$ cat src/rtl/regfile_wb_arbiter.sv
// Regfile write-port arbiter: WB stage vs buffered long-latency results, with a RAW busy scoreboard.
// Zero-cycle grant to the write port; lu_ready_o drops when the FIFO is full. WB_BYPASS_EN clears busy in the commit cycle.
module regfile_wb_arbiter #(
    parameter int DATA_W     = 32,
    parameter int ADDR_W     = 5,
    parameter int REG_NUM    = 32,
    parameter int FIFO_DEPTH = 2,
    parameter int MAX_WAIT   = 4
) (
    input  logic              clk_i,
    input  logic              rst_i,
    input  logic              pipe_we_i,
    input  logic [ADDR_W-1:0] pipe_waddr_i,
    input  logic [DATA_W-1:0] pipe_wdata_i,
    input  logic              lu_valid_i,
    output logic              lu_ready_o,
    input  logic [ADDR_W-1:0] lu_waddr_i,
    input  logic [DATA_W-1:0] lu_wdata_i,
    input  logic              issue_i,
    input  logic [ADDR_W-1:0] issue_rd_i,
    input  logic [ADDR_W-1:0] rs1_addr_i,
    input  logic [ADDR_W-1:0] rs2_addr_i,
    output logic              rs1_busy_o,
    output logic              rs2_busy_o,
    output logic              stall_o,
    output logic              we_o,
    output logic [ADDR_W-1:0] waddr_o,
    output logic [DATA_W-1:0] wdata_o
);
    localparam int PTR_W = (FIFO_DEPTH > 1) ? $clog2(FIFO_DEPTH) : 1;
    localparam int CNT_W = $clog2(MAX_WAIT + 1);
    localparam logic [PTR_W:0]   DEPTH_C = FIFO_DEPTH[PTR_W:0];
    localparam logic [CNT_W-1:0] MAX_C   = MAX_WAIT[CNT_W-1:0];

    typedef enum logic [1:0] {S_IDLE, S_WAIT, S_FORCE} state_t;

    logic [ADDR_W-1:0] r_fifo_addr [FIFO_DEPTH];
    logic [DATA_W-1:0] r_fifo_data [FIFO_DEPTH];
    logic [PTR_W-1:0]  r_wptr;
    logic [PTR_W-1:0]  r_rptr;
    logic [PTR_W:0]    r_count;
    logic [CNT_W-1:0]  r_cnt;
    state_t            r_state;
    logic              r_stall;
    logic [REG_NUM-1:0] r_busy;

    logic              w_push;
    logic              w_fifo_ne;
    logic              w_pipe_gnt;
    logic              w_head_gnt;
    logic [ADDR_W-1:0] w_head_addr;
    logic [PTR_W:0]    w_count_nxt;
    logic [CNT_W-1:0]  w_cnt_inc;
    logic              w_rs1_clr;
    logic              w_rs2_clr;

    assign w_fifo_ne   = (r_count != '0);
    assign lu_ready_o  = (r_count < DEPTH_C);
    assign w_push      = rst_i && lu_valid_i && lu_ready_o;
    assign w_head_addr = r_fifo_addr[r_rptr];

    // Held WB inputs are ignored during the forced stall, so the head always wins then.
    assign w_pipe_gnt  = rst_i && pipe_we_i && (pipe_waddr_i != '0) && !r_stall;
    assign w_head_gnt  = rst_i && w_fifo_ne && !w_pipe_gnt;

    assign we_o    = w_pipe_gnt || w_head_gnt;
    assign waddr_o = w_head_gnt ? w_head_addr : pipe_waddr_i;
    assign wdata_o = w_head_gnt ? r_fifo_data[r_rptr] : pipe_wdata_i;
    assign stall_o = r_stall;

    assign w_count_nxt = r_count + {{PTR_W{1'b0}}, w_push} - {{PTR_W{1'b0}}, w_head_gnt};
    assign w_cnt_inc   = r_cnt + CNT_W'(1);

`ifdef WB_BYPASS_EN
    assign w_rs1_clr = w_head_gnt && (w_head_addr == rs1_addr_i);
    assign w_rs2_clr = w_head_gnt && (w_head_addr == rs2_addr_i);
`else
    assign w_rs1_clr = 1'b0;
    assign w_rs2_clr = 1'b0;
`endif

    assign rs1_busy_o = r_busy[rs1_addr_i] && (rs1_addr_i != '0) && !w_rs1_clr;
    assign rs2_busy_o = r_busy[rs2_addr_i] && (rs2_addr_i != '0) && !w_rs2_clr;

    always_ff @(posedge clk_i) begin
        if (w_push) begin
            r_fifo_addr[r_wptr] <= lu_waddr_i;
            r_fifo_data[r_wptr] <= lu_wdata_i;
        end
    end

    always_ff @(posedge clk_i) begin
        if (!rst_i) begin
            r_wptr  <= '0;
            r_rptr  <= '0;
            r_count <= '0;
            r_cnt   <= '0;
            r_state <= S_IDLE;
            r_stall <= 1'b0;
            r_busy  <= '0;
        end else begin
            if (w_push)
                r_wptr <= r_wptr + PTR_W'(1);
            if (w_head_gnt)
                r_rptr <= r_rptr + PTR_W'(1);
            r_count <= w_count_nxt;

            // Clear before set so a same-cycle issue to the committing register stays busy.
            if (w_head_gnt)
                r_busy[w_head_addr] <= 1'b0;
            if (issue_i && (issue_rd_i != '0))
                r_busy[issue_rd_i] <= 1'b1;

            case (r_state)
                S_FORCE: begin
                    r_stall <= 1'b0;
                    r_cnt   <= '0;
                    r_state <= (w_count_nxt != '0) ? S_WAIT : S_IDLE;
                end
                default: begin
                    if (w_head_gnt) begin
                        r_cnt   <= '0;
                        r_state <= (w_count_nxt != '0) ? S_WAIT : S_IDLE;
                    end else if (w_fifo_ne) begin
                        if (w_cnt_inc == MAX_C) begin
                            r_cnt   <= '0;
                            r_state <= S_FORCE;
                            r_stall <= 1'b1;
                        end else begin
                            r_cnt   <= w_cnt_inc;
                            r_state <= S_WAIT;
                        end
                    end else begin
                        r_cnt   <= '0;
                        r_state <= S_IDLE;
                    end
                end
            endcase
        end
    end
endmodule

$ cat config.mk
export PLATFORM = sky130hd
export DESIGN_NAME = regfile_wb_arbiter
export DESIGN_NICKNAME = d
export VERILOG_FILES = /design/src/rtl/regfile_wb_arbiter.sv
export SDC_FILE = /design/constraint.sdc
export NUM_CORES = 1
export LEC_CHECK = 0
export CORE_MARGIN = 5
export CORE_UTILIZATION = 37
export DETAILED_ROUTE_END_ITERATION = 10
export PLACE_DENSITY = 0.6
export SYNTH_ARGS = -nofsm -noshare
export SYNTH_HDL_FRONTEND = slang
export SYNTH_SLANG_ARGS = --single-unit
$ cat constraint.sdc
create_clock -name clk_i -period 3.44 [get_ports clk_i]
set_input_delay 0.344 -clock clk_i [delete_from_list [all_inputs] [get_ports clk_i]]
set_output_delay 0.344 -clock clk_i [all_outputs]
set_load 0.05 [all_outputs]
==> results_dict.tcl, run 1 <==
set metrics [dict create \
    endpoint_kind "output port" \
    clock.fmax_mhz 319 \
    remaining_drc_errors 0 \
    viasPerCell 5.32 \
    dp_hpwl_mm 10.2 \
    seq_area_frac_synth 0.556 \
    grt_use_met3 0.0740 \
    nFillCells 1221 \
    hold_violations 0 \
    root_buffer "clkbuf_16" \
    via_count 4306 \
    finalSetupViolCount 0 \
    drv_cap 0 \
    postCtsSetupBuffers 0 \
    synth_enable_flop_cells 74 \
    cts_buffer_depth 2 \
    synth_area_sq_um 5510 \
    final_nets 710 \
    drv_slew 0 \
    synth_ff_type "edfxtp_1" \
    rsz0062_at_grt "false" \
    ff2ff_path_depth 8 \
    hold-path-endpoint "r_cnt[0]" \
    ctsResizeCount 0 \
    cts_hold_buf 0 \
    setup_slack_ns 0.309 \
    worst_hold_startpoint "r_cnt[0]" \
    outcome "completed" \
    grtUsageTotal 0.165 \
    wl_mm 14.0 \
    synth_cells 482 \
    cts_made_buffers 17 \
    peakVddDrop_mv 0.376 \
    ant_nets 0 \
    grt_pass1_vias 4517 \
    drt-wirelength-per-cell_um 17.3 \
    cp.arrival_ns 2.79 \
    port_buffers 135 \
    grt_first_pass_wirelength_mm 23.1 \
    area_growth_pct 45.1 \
    tritoncts "done" \
    drive_above_1_share 0.179 \
    rrSetupSlack_ns 1.19 \
    gr-total-overflow 0 \
    dr.pass1.iters 5 \
    drt_iter0_drc 296 \
    startpoint "pipe_waddr_i[2]" \
    ios 136 \
    hold_path.class "reg -> reg" \
    finalClockSkew_ns 0.00735 \
    clock_latency_ns 0.41 \
    r2r-end "r_state[0]" \
    startpoint_type "primary input" \
    avgSynthCellArea_sq_um 11.4 \
    instances_no_fill 810 \
    leakage_nw 2.81 \
    grt_use_met2 0.255 \
    postSynth.asyncResetShare 0 \
    netlist-cell-type-count 44 \
    setup_tns_ns 0 \
    fin_crit_sh 0.910 \
    grt_util_met1 0.204 \
    whs_ns 0.461 \
    clk_pin_slew_worst_paths_ns 0.05 \
    synth-seq-cells 116 \
    diodes 0 \
    place_ws_ns 0.312 \
    initial_core_util 0.378 \
    grt_max_degree 57 \
    power.density_nw_per_um2 526 \
    cts_sinks 116 \
    place_congestion 0.813 \
    relSlewSlack 0.404 \
    htree_levels 4 \
    r2r_start "r_count[1]" \
    worst_pin_slew_ns 0.894 \
    holdPathStages 1 \
    critPathMaxFanout 56 \
    fin_area_sq_um 7990 \
    top_usage_layer "met2" \
    period_minus_slack_ns 3.13 \
    worstPathRequired_ns 3.10 \
    antenna_found_initial 0 \
    synth_nets 579 \
    core-area_sq_um 14600 \
    crit_type "in -> out" \
    fin_util 0.548 \
    total_power_mw 4.20 \
    synth_warnings 0 \
    dp_cells 778 \
    die_x_um 132 \
    die_y_um 132 \
    fp-row-count 44 \
    postPlaceCellArea_sq_um 7430 \
    die-area_sq_um 17400 \
]
==> final cells by class <==
class,count,area (sq um),share of cell area
Sequential cell,116,3060,0.383
Inverter,10,37.5,0.00470
Tap cell,184,230,0.0288
Timing Repair Buffer,147,1820,0.228
Clock buffer,18,429,0.0537
Clock inverter,14,138,0.0172
Multi-Input combinational cell,321,2280,0.285
==> cell usage after synthesis (3+ instances only) <==
library cell | instances | share of area
nand2b_1 | 6 | 0.0068
ha_1 | 3 | 0.0068
nand2_1 | 75 | 0.051
dfxtp_1 | 42 | 0.15
o21ai_1 | 11 | 0.010
mux2i_1 | 39 | 0.071
a311oi_1 | 31 | 0.049
nor2b_1 | 3 | 0.0034
o21ai_0 | 32 | 0.029
clkbuf_1 | 30 | 0.020
nor2_2 | 4 | 0.0045
nand3_1 | 4 | 0.0036
mux4_2 | 16 | 0.065
inv_1 | 9 | 0.0061
nor2_1 | 17 | 0.012
a31oi_1 | 3 | 0.0034
edfxtp_1 | 74 | 0.40
a21oi_1 | 38 | 0.035
buf_4 | 3 | 0.0041
and2_1 | 3 | 0.0034
and3_1 | 4 | 0.0045
nor3b_1 | 6 | 0.0082
and3b_1 | 3 | 0.0048
==> sequential cells by signal, indices dropped and copies added, names as in the netlist, named ones only <==
name and count:
r_fifo_addr 10, r_busy 31, r_count 2, r_rptr 1, r_state 2, r_cnt 3, stall_o 1, r_wptr 1
r_fifo_data 64
==> power breakdown <==
group	switching (mW)	internal (mW)	total, mW
registers	0.0500	1.55	1.60
clock network	0.611	1.06	1.67
logic	0.506	0.435	0.940
total	1.17	3.04	4.20
==> cells by family (layout without fill, tap and decap cells) <==
logic type / after synthesis / after routing / share of synthesized area
xor+xnor: 2 / 2 / 0.00318
compound gates: 127 / 127 / 0.149
simple gates: 132 / 132 / 0.112
buf+inv: 45 / 189 / 0.0329
fa+ha+maj: 3 / 3 / 0.00681
mux: 57 / 57 / 0.140
flops: 116 / 116 / 0.556
==> cell usage in the layout (no fill, tap or decap), types with 5 or more instances in the layout <==
cell	count
edfxtp_1	74
o21ai_1	11
dfxtp_1	41
nor3b_1	6
nand2_1	75
inv_1	9
a311oi_1	31
o21ai_0	32
mux4_2	16
buf_12	38
nor2_1	16
clkbuf_16	17
buf_4	13
a21oi_1	38
clkinv_2	6
clkdlybuf4s50_1	96
mux2i_1	39
nand2b_1	5
==> routing by layer <==
layer  vias up  wire length, um
li1       2100                -
met1      2001             5800
met2       185             6530
met3        20             1440
met4         0              229
met5         -                0
==> worst max-delay path by stage <==
stage                        endpoint  slack, ns  depth (start not counted)
after global routing      wdata_o[16]       0.05                          7
after floorplan           wdata_o[24]       0.36                          6
after detailed placement  wdata_o[26]       0.31                          7
after CTS                  wdata_o[9]       0.29                          7
final                     wdata_o[26]       0.31                          7
after global placement    wdata_o[14]       0.42                          7
==> worst max-delay path: stages <==
cell             delay (ns)
clkdlybuf4s50_1        0.42
or4_4                  0.54
o2111ai_1              0.34
nand2b_2               0.31
buf_12                 0.27
o21ai_0                0.35
buf_12                 0.19
No activity file was read; power rests on OpenSTA's default activity.
==> inputs of run 2 (changes only) <==
Settings changed: CORE_UTILIZATION 37 to 50, PLACE_DENSITY 0.6 to 0.78.
==> run 2 against run 1 <==
Against the previous run: clock skew rose by 0.0012 ns; register-to-register slack improved by 0.05 ns; via count rose by 4.2%; power rose by 0.71%.
==> results_dict.tcl, run 2 (synthesis results as in run 1) <==
set metrics [dict create \
    viasPerCell 5.87 \
    period_minus_slack_ns 3.04 \
    grt_first_pass_wirelength_mm 24.9 \
    area_growth_pct 44.0 \
    initial_core_util 0.508 \
    ff2ff_path_depth 8 \
    die-area_sq_um 13200 \
    fp-row-count 38 \
    top_regs "r_fifo_data x64, r_busy x31, r_fifo_addr x10" \
    nFillCells 729 \
    drv_cap 0 \
    rrSetupSlack_ns 1.24 \
    fin_crit_sh 0.883 \
    p_int_mw 3.07 \
    dr.pass1.iters 4 \
    ctsResizeCount 0 \
    fin_area_sq_um 7930 \
    clock.fmax_mhz 329 \
    clock_latency_ns 0.53 \
    endpoint_kind "output port" \
    worst_pin_slew_ns 1.01 \
    power.density_nw_per_um2 534 \
    peakVddDrop_mv 0.467 \
    outcome "completed" \
    cts_sinks 116 \
    die_x_um 115 \
    power_frac_clock 0.396 \
    wl_mm 15.4 \
    cts_made_buffers 17 \
    htree_levels 4 \
    mostFrequentLayoutCell "clkdlybuf4s50_1" \
    worstPathRequired_ns 3.10 \
    cts_buffer_depth 2 \
    drv_slew 0 \
    place_congestion 0.896 \
    setup_tns_ns 0 \
    die_y_um 115 \
    remaining_drc_errors 0 \
    multi_input_area_sq_um 2280 \
    finalSetupViolCount 0 \
    combinationalPowerShare 0.227 \
    antenna_found_initial 0 \
    whs_ns 0.396 \
    core-area_sq_um 10800 \
    dp_hpwl_mm 11.0 \
    leakage_nw 2.81 \
    rsz0062_at_grt "false" \
    drt-wirelength-per-cell_um 20.2 \
    postCtsSetupBuffers 0 \
    critPathMaxFanout 9 \
    final_nets 708 \
    final_cell_mix "clkdlybuf4s50_1, nand2_1, edfxtp_1" \
    cts_hold_buf 0 \
    p_switching_mw 1.16 \
    p_seq_frac 0.377 \
    holdPathStages 1 \
    root_buffer "clkbuf_8" \
    ant_nets 0 \
    port_buffers 135 \
    drt_iter0_drc 344 \
    postPlaceCellArea_sq_um 7370 \
    gr-total-overflow 0 \
    hold_path.class "in -> reg" \
    hold_violations 0 \
    crit_type "in -> out" \
    regArea_sq_um 3060 \
    tritoncts "done" \
    largest_reg_flops 64 \
    ios 136 \
    via_count 4485 \
    top_register "r_fifo_data" \
    grtUsageTotal 0.246 \
    swShare 0.275 \
    cp.arrival_ns 2.70 \
    drive_above_1_share 0.170 \
    grt_max_degree 70 \
    startpoint_type "primary input" \
    finalClockSkew_ns 0.00857 \
    grt_pass1_vias 4755 \
    relSlewSlack 0.325 \
    diodes 0 \
    clk_pin_slew_worst_paths_ns 0.06 \
]
-- run 2: cell count changes in the layout (fill, tap and decap cells not counted) --
| cell | delta |
|---|---|
| clkbuf_8 | +1 |
| bufinv_16 | +1 |
| inv_6 | -1 |
| buf_4 | -3 |
| buf_12 | +1 |
| clkbuf_1 | +1 |
| clkinvlp_4 | -4 |
| clkinv_1 | +3 |
| clkbuf_16 | -1 |
-- run 2: worst paths after layout --
check                            to           from
hold reg to reg            r_cnt[0]       r_cnt[0]
setup / recovery         rs1_busy_o  rs1_addr_i[0]
hold / removal    r_fifo_addr[0][4]  lu_waddr_i[4]
setup reg to reg         r_state[0]     r_count[1]
-- run 2: through the flow --
step	worst slack (ns)	util	instances	total power, mW
2_1_floorplan	0.360	-	482	2.10
3_3_place_gp	0.460	0.680	732	2.56
3_5_place_dp	0.414	0.680	732	2.58
4_1_cts	0.400	0.732	764	4.25
5_1_grt	0.309	0.732	764	4.38
6_report	0.401	0.732	764	4.23
-- run 2: layer usage --
| metal | share of wire | vias up | track usage |
|---|---|---|---|
| met3 | 0.092 | 32 | 0.0832 |
| met1 | 0.38 | 2127 | 0.286 |
| li1 | - | 2100 | - |
| met5 | 0 | - | 0 |
| met2 | 0.51 | 226 | 0.420 |
| met4 | 0.023 | 0 | 0.0994 |
-- run 2: critical path, stage by stage --
cell             delay (ns)
clkdlybuf4s50_1        0.80
mux4_2                 0.60
mux4_2                 0.48
mux2_2                 0.28
buf_4                  0.19
-- run 2: cell type report --
class,count,share of cell area
clock buffers,19,0.0532
clock inverters,13,0.0177
inverters,10,0.00473
multi-input cells,321,0.287
flip-flops and latches,116,0.386
well taps,140,0.0221
repair buffers,145,0.229
-- run 2: power by group through the flow --
stage	Sequential [mW]	Clock, mW	Combinational (mW)
2_1_floorplan	1.59	0	0.510
3_3_place_gp	1.62	0	0.939
3_5_place_dp	1.62	0	0.957
4_1_cts	1.60	1.69	0.965
5_1_grt	1.60	1.76	1.01
6_report	1.60	1.68	0.963
==> inputs of run 3 (changes only) <==
Settings changed: HOLD_SLACK_MARGIN set to 0.06.
==> results of run 3 <==
Same layout as run 2: the final DEF is identical, and so are final timing and power.
